<file path="src/rtl/fetch_prefetch_buffer_pkg.sv">
// Shared constants, the queue entry type and PC helpers for the fetch prefetch buffer.
package fetch_prefetch_buffer_pkg;

  localparam int              XLEN             = 32;
  localparam logic [XLEN-1:0] RESET_PC_DEFAULT = 32'h0000_0000;
  localparam logic [XLEN-1:0] PC_STEP          = 32'h0000_0004;

  typedef struct packed {
    logic [XLEN-1:0] pc;
    logic [XLEN-1:0] inst;
  } fetch_entry_t;

  function automatic logic [XLEN-1:0] align_pc(input logic [XLEN-1:0] pc);
    return {pc[XLEN-1:2], 2'b00};
  endfunction

endpackage

</file>
<file path="src/rtl/fetch_prefetch_buffer_if.sv">
// Memory request/response channel and the instruction-fetch handoff channel of the prefetch buffer.
interface fetch_prefetch_buffer_if;
  import fetch_prefetch_buffer_pkg::*;

  logic            mem_req_valid;
  logic            mem_req_ready;
  logic [XLEN-1:0] mem_req_addr;
  logic            mem_rsp_valid;
  logic [XLEN-1:0] mem_rsp_data;
  logic            if_valid;
  logic            if_ready;
  logic [XLEN-1:0] if_pc;
  logic [XLEN-1:0] if_inst;

  // master is the prefetch buffer itself; slave is the memory + fetch side.
  modport master (
    output mem_req_valid, mem_req_addr, if_valid, if_pc, if_inst,
    input  mem_req_ready, mem_rsp_valid, mem_rsp_data, if_ready
  );

  modport slave (
    input  mem_req_valid, mem_req_addr, if_valid, if_pc, if_inst,
    output mem_req_ready, mem_rsp_valid, mem_rsp_data, if_ready
  );

endinterface

</file>
<file path="src/rtl/fetch_prefetch_buffer_chk.sv">
// Protocol and credit-invariant checks for the fetch prefetch buffer.
module fetch_prefetch_buffer_chk #(
  parameter int DEPTH = 4
) (
  input logic                       i_clk,
  input logic                       i_reset,
  input logic                       i_rsp_valid,
  input logic [$clog2(DEPTH+1)-1:0] i_out_cnt,
  input logic [$clog2(DEPTH+1)-1:0] i_drop_cnt,
  input logic [$clog2(DEPTH+1)-1:0] i_q_cnt
);

  localparam int          CW      = $clog2(DEPTH + 1);
  localparam logic [CW:0] DEPTH_C = (CW+1)'(DEPTH);

  a_rsp_has_request: assert property (@(posedge i_clk) disable iff (i_reset)
    !(i_rsp_valid && (i_out_cnt == '0)))
    else $error("memory response arrived with no request in flight");

  a_credit_bound: assert property (@(posedge i_clk) disable iff (i_reset)
    (({1'b0, i_q_cnt} + {1'b0, i_out_cnt}) <= DEPTH_C))
    else $error("queued plus in-flight requests exceed DEPTH");

  a_drop_bound: assert property (@(posedge i_clk) disable iff (i_reset)
    (i_drop_cnt <= i_out_cnt))
    else $error("drop count exceeds in-flight count");

endmodule

</file>
<file path="src/rtl/fetch_prefetch_buffer_fifo.sv">
// In-order queue of {pc, inst} entries with push, pop, clear, occupancy count and head view.
module fetch_prefetch_buffer_fifo
  import fetch_prefetch_buffer_pkg::*;
#(
  parameter int DEPTH = 4
) (
  input  logic                           i_clk,
  input  logic                           i_reset,
  input  logic                           i_clear,
  input  logic                           i_push,
  input  logic                           i_pop,
  input  fetch_entry_t                   i_data,
  output fetch_entry_t                   o_head,
  output logic [$clog2(DEPTH+1)-1:0]     o_count
);

  localparam int CW = $clog2(DEPTH + 1);
  localparam int AW = (DEPTH > 1) ? $clog2(DEPTH) : 1;

  fetch_entry_t  r_mem [DEPTH];
  logic [AW-1:0] r_wr_ptr;
  logic [AW-1:0] r_rd_ptr;
  logic [CW-1:0] r_cnt;
  logic          w_push_ok;
  logic          w_pop_ok;

  assign w_push_ok = i_push && !i_clear && !i_reset;
  assign w_pop_ok  = i_pop && (r_cnt != '0);

  // Pointers and occupancy; DEPTH is a power of two so the pointers wrap on their own.
  always_ff @(posedge i_clk) begin
    if (i_reset || i_clear) begin
      r_wr_ptr <= '0;
      r_rd_ptr <= '0;
      r_cnt    <= '0;
    end else begin
      if (w_push_ok) begin
        r_wr_ptr <= r_wr_ptr + AW'(1);
      end
      if (w_pop_ok) begin
        r_rd_ptr <= r_rd_ptr + AW'(1);
      end
      r_cnt <= r_cnt + CW'(w_push_ok) - CW'(w_pop_ok);
    end
  end

  // Entry storage; contents are only meaningful between push and pop.
  always_ff @(posedge i_clk) begin
    if (w_push_ok) begin
      r_mem[r_wr_ptr] <= i_data;
    end
  end

  assign o_head  = (r_cnt != '0) ? r_mem[r_rd_ptr] : '0;
  assign o_count = r_cnt;

endmodule

</file>
<file path="src/rtl/fetch_prefetch_buffer.sv">
// Sequential instruction prefetcher: credit-limited memory requests, in-order queue toward fetch, redirect flush.
module fetch_prefetch_buffer
  import fetch_prefetch_buffer_pkg::*;
#(
  parameter int              DEPTH    = 4,
  parameter logic [XLEN-1:0] RESET_PC = RESET_PC_DEFAULT
) (
  input  logic                    i_clk,
  input  logic                    i_reset,
  input  logic                    i_redirect_valid,
  input  logic [XLEN-1:0]         i_redirect_pc,
  fetch_prefetch_buffer_if.master io_bus
);

  localparam int            CW      = $clog2(DEPTH + 1);
  localparam logic [CW:0]   DEPTH_C = (CW+1)'(DEPTH);
  localparam logic [CW-1:0] ONE_C   = CW'(1);

  logic [XLEN-1:0] r_fetch_pc;
  logic [XLEN-1:0] r_rsp_pc;
  logic [CW-1:0]   r_out_cnt;
  logic [CW-1:0]   r_drop_cnt;
  logic            r_reset_d;

  logic [CW-1:0]   w_q_cnt;
  logic [XLEN-1:0] w_redirect_pc;
  logic            w_credit;
  logic            w_req_valid;
  logic            w_req_fire;
  logic            w_rsp_accept;
  logic            w_push;
  logic            w_if_valid;
  logic            w_pop;
  fetch_entry_t    w_push_entry;
  fetch_entry_t    w_head;

  assign w_redirect_pc = align_pc(i_redirect_pc);

  // Every queued entry and every outstanding request holds one of DEPTH slots, so the queue never overflows.
  assign w_credit    = ({1'b0, w_q_cnt} + {1'b0, r_out_cnt}) < DEPTH_C;
  assign w_req_valid = !i_reset && !r_reset_d && !i_redirect_valid && w_credit;
  assign w_req_fire  = w_req_valid && io_bus.mem_req_ready;

  // A response with nothing outstanding is a protocol error and is ignored.
  assign w_rsp_accept = io_bus.mem_rsp_valid && (r_out_cnt != '0);
  assign w_push       = w_rsp_accept && (r_drop_cnt == '0) && !i_redirect_valid;
  assign w_push_entry = '{pc: r_rsp_pc, inst: io_bus.mem_rsp_data};

  assign w_if_valid = (w_q_cnt != '0) && !i_reset && !i_redirect_valid;
  assign w_pop      = w_if_valid && io_bus.if_ready;

  // Fetch/response PCs plus the in-flight and stale-response counters.
  always_ff @(posedge i_clk) begin
    r_reset_d <= i_reset;
    if (i_reset) begin
      r_fetch_pc <= RESET_PC;
      r_rsp_pc   <= RESET_PC;
      r_out_cnt  <= '0;
      r_drop_cnt <= '0;
    end else if (i_redirect_valid) begin
      r_fetch_pc <= w_redirect_pc;
      r_rsp_pc   <= w_redirect_pc;
      r_out_cnt  <= r_out_cnt - CW'(w_rsp_accept);
      r_drop_cnt <= r_out_cnt - CW'(w_rsp_accept);
    end else begin
      if (w_req_fire) begin
        r_fetch_pc <= r_fetch_pc + PC_STEP;
      end
      if (w_push) begin
        r_rsp_pc <= r_rsp_pc + PC_STEP;
      end
      r_out_cnt <= r_out_cnt + CW'(w_req_fire) - CW'(w_rsp_accept);
      if (w_rsp_accept && (r_drop_cnt != '0)) begin
        r_drop_cnt <= r_drop_cnt - ONE_C;
      end
    end
  end

  fetch_prefetch_buffer_fifo #(
    .DEPTH (DEPTH)
  ) u_fifo (
    .i_clk   (i_clk),
    .i_reset (i_reset),
    .i_clear (i_redirect_valid),
    .i_push  (w_push),
    .i_pop   (w_pop),
    .i_data  (w_push_entry),
    .o_head  (w_head),
    .o_count (w_q_cnt)
  );

  fetch_prefetch_buffer_chk #(
    .DEPTH (DEPTH)
  ) u_chk (
    .i_clk      (i_clk),
    .i_reset    (i_reset),
    .i_rsp_valid(io_bus.mem_rsp_valid),
    .i_out_cnt  (r_out_cnt),
    .i_drop_cnt (r_drop_cnt),
    .i_q_cnt    (w_q_cnt)
  );

  assign io_bus.mem_req_valid = w_req_valid;
  assign io_bus.mem_req_addr  = r_fetch_pc;
  assign io_bus.if_valid      = w_if_valid;
  assign io_bus.if_pc         = w_head.pc;
  assign io_bus.if_inst       = w_head.inst;

endmodule

</file>
<file path="src/flat_wrapper.sv">
// flat-port wrapper written by rule: the top's interface ports become plain ports
module fetch_prefetch_buffer_flat import fetch_prefetch_buffer_pkg::*;
#(
  parameter int              DEPTH    = 4,
  parameter logic [XLEN-1:0] RESET_PC = RESET_PC_DEFAULT
)
  (i_clk, i_reset, i_redirect_valid, i_redirect_pc, io_bus_mem_req_valid, io_bus_mem_req_addr, io_bus_if_valid, io_bus_if_pc, io_bus_if_inst, io_bus_mem_req_ready, io_bus_mem_rsp_valid, io_bus_mem_rsp_data, io_bus_if_ready);
  fetch_prefetch_buffer_if io_bus_i ();
  input  logic i_clk;
  input  logic i_reset;
  input  logic i_redirect_valid;
  input  logic [XLEN-1:0] i_redirect_pc;
  output wire logic [$bits(io_bus_i.mem_req_valid)-1:0] io_bus_mem_req_valid;
  output wire logic [$bits(io_bus_i.mem_req_addr)-1:0] io_bus_mem_req_addr;
  output wire logic [$bits(io_bus_i.if_valid)-1:0] io_bus_if_valid;
  output wire logic [$bits(io_bus_i.if_pc)-1:0] io_bus_if_pc;
  output wire logic [$bits(io_bus_i.if_inst)-1:0] io_bus_if_inst;
  input wire logic [$bits(io_bus_i.mem_req_ready)-1:0] io_bus_mem_req_ready;
  input wire logic [$bits(io_bus_i.mem_rsp_valid)-1:0] io_bus_mem_rsp_valid;
  input wire logic [$bits(io_bus_i.mem_rsp_data)-1:0] io_bus_mem_rsp_data;
  input wire logic [$bits(io_bus_i.if_ready)-1:0] io_bus_if_ready;
  assign io_bus_mem_req_valid = io_bus_i.mem_req_valid;
  assign io_bus_mem_req_addr = io_bus_i.mem_req_addr;
  assign io_bus_if_valid = io_bus_i.if_valid;
  assign io_bus_if_pc = io_bus_i.if_pc;
  assign io_bus_if_inst = io_bus_i.if_inst;
  assign io_bus_i.mem_req_ready = io_bus_mem_req_ready;
  assign io_bus_i.mem_rsp_valid = io_bus_mem_rsp_valid;
  assign io_bus_i.mem_rsp_data = io_bus_mem_rsp_data;
  assign io_bus_i.if_ready = io_bus_if_ready;
  fetch_prefetch_buffer #(.DEPTH(DEPTH), .RESET_PC(RESET_PC)) u_core (.i_clk(i_clk), .i_reset(i_reset), .i_redirect_valid(i_redirect_valid), .i_redirect_pc(i_redirect_pc), .io_bus(io_bus_i));
endmodule
</file>
<file path="config.mk">
export PLATFORM = sky130hd
export DESIGN_NAME = fetch_prefetch_buffer_flat
export DESIGN_NICKNAME = d
export VERILOG_FILES = /design/src/rtl/fetch_prefetch_buffer_pkg.sv /design/src/rtl/fetch_prefetch_buffer_if.sv /design/src/rtl/fetch_prefetch_buffer_chk.sv /design/src/rtl/fetch_prefetch_buffer_fifo.sv /design/src/rtl/fetch_prefetch_buffer.sv /design/src/flat_wrapper.sv
export SDC_FILE = /design/constraint.sdc
export NUM_CORES = 1
export LEC_CHECK = 0
export CAP_MARGIN = 20
export CELL_PAD_IN_SITES_DETAIL_PLACEMENT = 1
export CELL_PAD_IN_SITES_GLOBAL_PLACEMENT = 2
export CORE_UTILIZATION = 43
export DETAILED_ROUTE_END_ITERATION = 12
export PLACE_DENSITY_LB_ADDON = 0.2
export SYNTH_ARGS = -nofsm -noshare
export SYNTH_HDL_FRONTEND = slang
export SYNTH_SLANG_ARGS = --single-unit
</file>
<file path="constraint.sdc">
create_clock -name i_clk -period 6.7 [get_ports i_clk]
set_input_delay 1.34 -clock i_clk [delete_from_list [all_inputs] [get_ports i_clk]]
set_output_delay 1.34 -clock i_clk [all_outputs]
set_load 0.05 [all_outputs]
</file>
==> run metrics <==
setup repair after global routing missed its margin no; total clock sinks 324; number of hold-slack violations in the final timing report 0; sequential power share 0.491; Post-synth EDFFs 248; Worst Hold Endpoint u_core.u_fifo.r_mem[2][63]; final wirelength 31,600 µm; worst min-delay path class reg -> reg; share of flip-flops with an asynchronous set or reset after synthesis 0; Ys Warns 0; ant diodes 0; number of H-tree branching levels 2; Post-CTS Hold Buffers 0; count of state elements after synthesis 324; post-route antenna net violation count 0; post-route worst setup slack 1920 ps; leakage power 5.40 nW; worst reg2reg path endpoint u_core.u_fifo.r_mem[3][59]; Logic pwr share 0.091; net switching component of the power 1.08 mW; vias in the first global route 8,642; final worst path period share 0.714; core occupancy in the finished layout 0.544; Pwr Density 278 nW/µm²; total negative setup slack 0 ps; source-to-sink clock delay at the later pin of the worst-skew pair 510 ps; post-place setup slack 2080 ps; commonest non-fill, non-tap cell in the layout sky130_fd_sc_hd__edfxtp_1; Worst Setup End Kind output pin; sort of element at the start of the critical path register; final global-route overflow total 0; WL/cell 21.0 µm; Worst Skew 14.0 ps; switching power share of the total 0.232; first-pass iteration count of the detailed router 4; initial antenna violation count 0; cell count after synthesis 911; area share of the largest cell type after synthesis 0.545; synthesized area per cell 15.0 µm²; category of the most critical setup path reg -> out; DRC viols 0; Area Growth Syn to Fin 23.2%; TritonCTS buffer count 36; CTS tree done; chip height 180 µm; global-route wire length before repair 50,200 µm; clock root cell sky130_fd_sc_hd__clkbuf_16; clock tree buffer depth 3; required time worst endpoint 5360 ps; Achievable Freq 209 MHz; Post-synth top flop sky130_fd_sc_hd__edfxtp_1; register clock-pin slew on the reported worst setup and hold paths 60 ps; Yosys cell types 56; largest net degree at the start of global routing 65; final setup fails 0; share of synthesized area occupied by flip-flops and latches 0.657; 1st-iter DRT viols 508; Chip Width 180 µm; initial core utilization 0.442; vias per std cell 5.43; number of buffers inserted by post-CTS setup repair 0; number of ports placed on the die boundary 168; Synth area leaders sky130_fd_sc_hd__edfxtp_1, sky130_fd_sc_hd__dfxtp_1, sky130_fd_sc_hd__mux4_2; placer's final routability congestion estimate 0.762; max-capacitance violation count 0; post_cts resized 0; Critical Path AT 3440 ps; post-layout min period 4780 ps; combined global-route utilization of all metal layers 0.198; r2r worst-path depth 6; cell depth of the worst min-delay path 0; number of nets at the end of the flow 1,164; die area 32,500 µm²; critical register-to-register path startpoint u_core.r_drop_cnt[0]; post-DP HPWL 20,200 µm; number of I/O port buffers 161; startpoint of the tightest hold check path u_core.r_rsp_pc[31]; Worst-Margin Slew 978 ps; IR Drop Worst-Case VDD 0.000158 V; proportion of layout cells with a drive suffix above 1 0.139; post-synthesis instance area 13,700 µm²; number of pins with negative max-slew slack in the final report 0; worst-case register-to-register setup slack 3500 ps; cell-internal power 3.59 mW; tightest hold margin 531 ps; run status finished, final reports clean; num rows 64; cell taking the most area after synthesis sky130_fd_sc_hd__edfxtp_1; number of vias in the routed layout 8,152; Relative slew margins 0.343; CP Max Fanout 45; commonest non-fill, non-tap cells in the layout sky130_fd_sc_hd__edfxtp_1, sky130_fd_sc_hd__clkdlybuf4s50_1, sky130_fd_sc_hd__dfxtp_1; area of the core region 30,900 µm²; share of power burned in the clock network 0.419
## through the flow
stage | power [mW] | cells | cell area, µm²
after floorplan | 2.60 | 914 | 13700
after global placement | 2.75 | 1434 | 15600
after detailed placement | 2.76 | 1434 | 15600
after CTS | 4.73 | 1500 | 16800
after global routing | 4.85 | 1500 | 16800
final | 4.68 | 1500 | 16800
## power by group through the flow
stage          logic (mW)  clock network [mW]  registers (mW)
2_1_floorplan       0.246                   0            2.35
3_3_place_gp        0.421                   0            2.33
3_5_place_dp        0.428                   0            2.34
4_1_cts             0.431                2.01            2.29
5_1_grt             0.465                2.08            2.30
6_report            0.424                1.96            2.29
## cell families (layout without fill, tap and decap cells)
group	count (synthesis)	after routing	share of synthesized area
XOR/XNOR	48	48	0.0308
flip-flops	324	324	0.657
buffers and inverters	85	275	0.0274
AO/OA/AOI/OAI	110	110	0.0519
multiplexers	67	67	0.106
other	1	4	0.000275
AND/OR/NAND/NOR	258	258	0.109
adder cells (fa/ha/maj)	18	18	0.0176
## state kept, by name, summed over array words and instances (netlist names), named ones only
| signal | flops |
|---|---|
| u_core.r_reset_d | 1 |
| u_core.u_fifo.r_mem | 248 |
| u_core.r_out_cnt | 3 |
| u_core.io_bus.mem_req_addr | 30 |
| u_core.r_rsp_pc | 30 |
| u_core.u_fifo.r_rd_ptr | 2 |
| u_core.u_fifo.o_count | 3 |
| u_core.r_drop_cnt | 3 |
| u_core.u_fifo.r_wr_ptr | 2 |
## metal layers
layer	up-vias	track usage	wire [µm]	part of all wire
li1	3802	-	-	-
met1	4090	0.273	14300	0.45
met2	219	0.332	15400	0.49
met3	41	0.0305	1420	0.045
met4	0	0.0472	505	0.016
met5	-	0	0	0
## worst max-delay path: stages, from the launching register on
cell and delay [ps]:
sky130_fd_sc_hd__dfxtp_4 950, sky130_fd_sc_hd__buf_4 490, sky130_fd_sc_hd__mux4_2 580, sky130_fd_sc_hd__nor2b_1 150, sky130_fd_sc_hd__clkdlybuf4s50_1 730
## worst max-delay path by stage
stage                     start                  to  slack [ps]  depth (start not counted)
2_1_floorplan  i_redirect_valid     io_bus_if_valid        2720                          4
3_3_place_gp   i_redirect_valid     io_bus_if_valid        2090                          4
3_5_place_dp   i_redirect_valid     io_bus_if_valid        2080                          4
4_1_cts                register  io_bus_if_inst[14]        1770                          4
5_1_grt                register  io_bus_if_inst[14]        1640                          4
6_report               register  io_bus_if_inst[14]        1920                          4
## Yosys cell counts, types with 18 or more instances
| master | n |
|---|---|
| sky130_fd_sc_hd__a21oi_1 | 40 |
| sky130_fd_sc_hd__clkbuf_1 | 32 |
| sky130_fd_sc_hd__nand3_1 | 23 |
| sky130_fd_sc_hd__edfxtp_1 | 248 |
| sky130_fd_sc_hd__nor2b_1 | 64 |
| sky130_fd_sc_hd__nand2_1 | 38 |
| sky130_fd_sc_hd__nor4_1 | 18 |
| sky130_fd_sc_hd__a21boi_0 | 22 |
| sky130_fd_sc_hd__mux4_2 | 62 |
| sky130_fd_sc_hd__dfxtp_1 | 76 |
| sky130_fd_sc_hd__nor2_1 | 35 |
| sky130_fd_sc_hd__inv_1 | 35 |
| sky130_fd_sc_hd__xnor2_1 | 33 |
## cell type report
type | instances | area (µm²)
sequential | 324 | 8970
timing repair buffer | 173 | 1700
clock inverter | 18 | 170
fill | 3006 | 14100
tap | 396 | 495
clock buffer | 48 | 1020
inverter | 36 | 135
multi-input combinational | 505 | 4330
(Power assumes the default switching activity.)
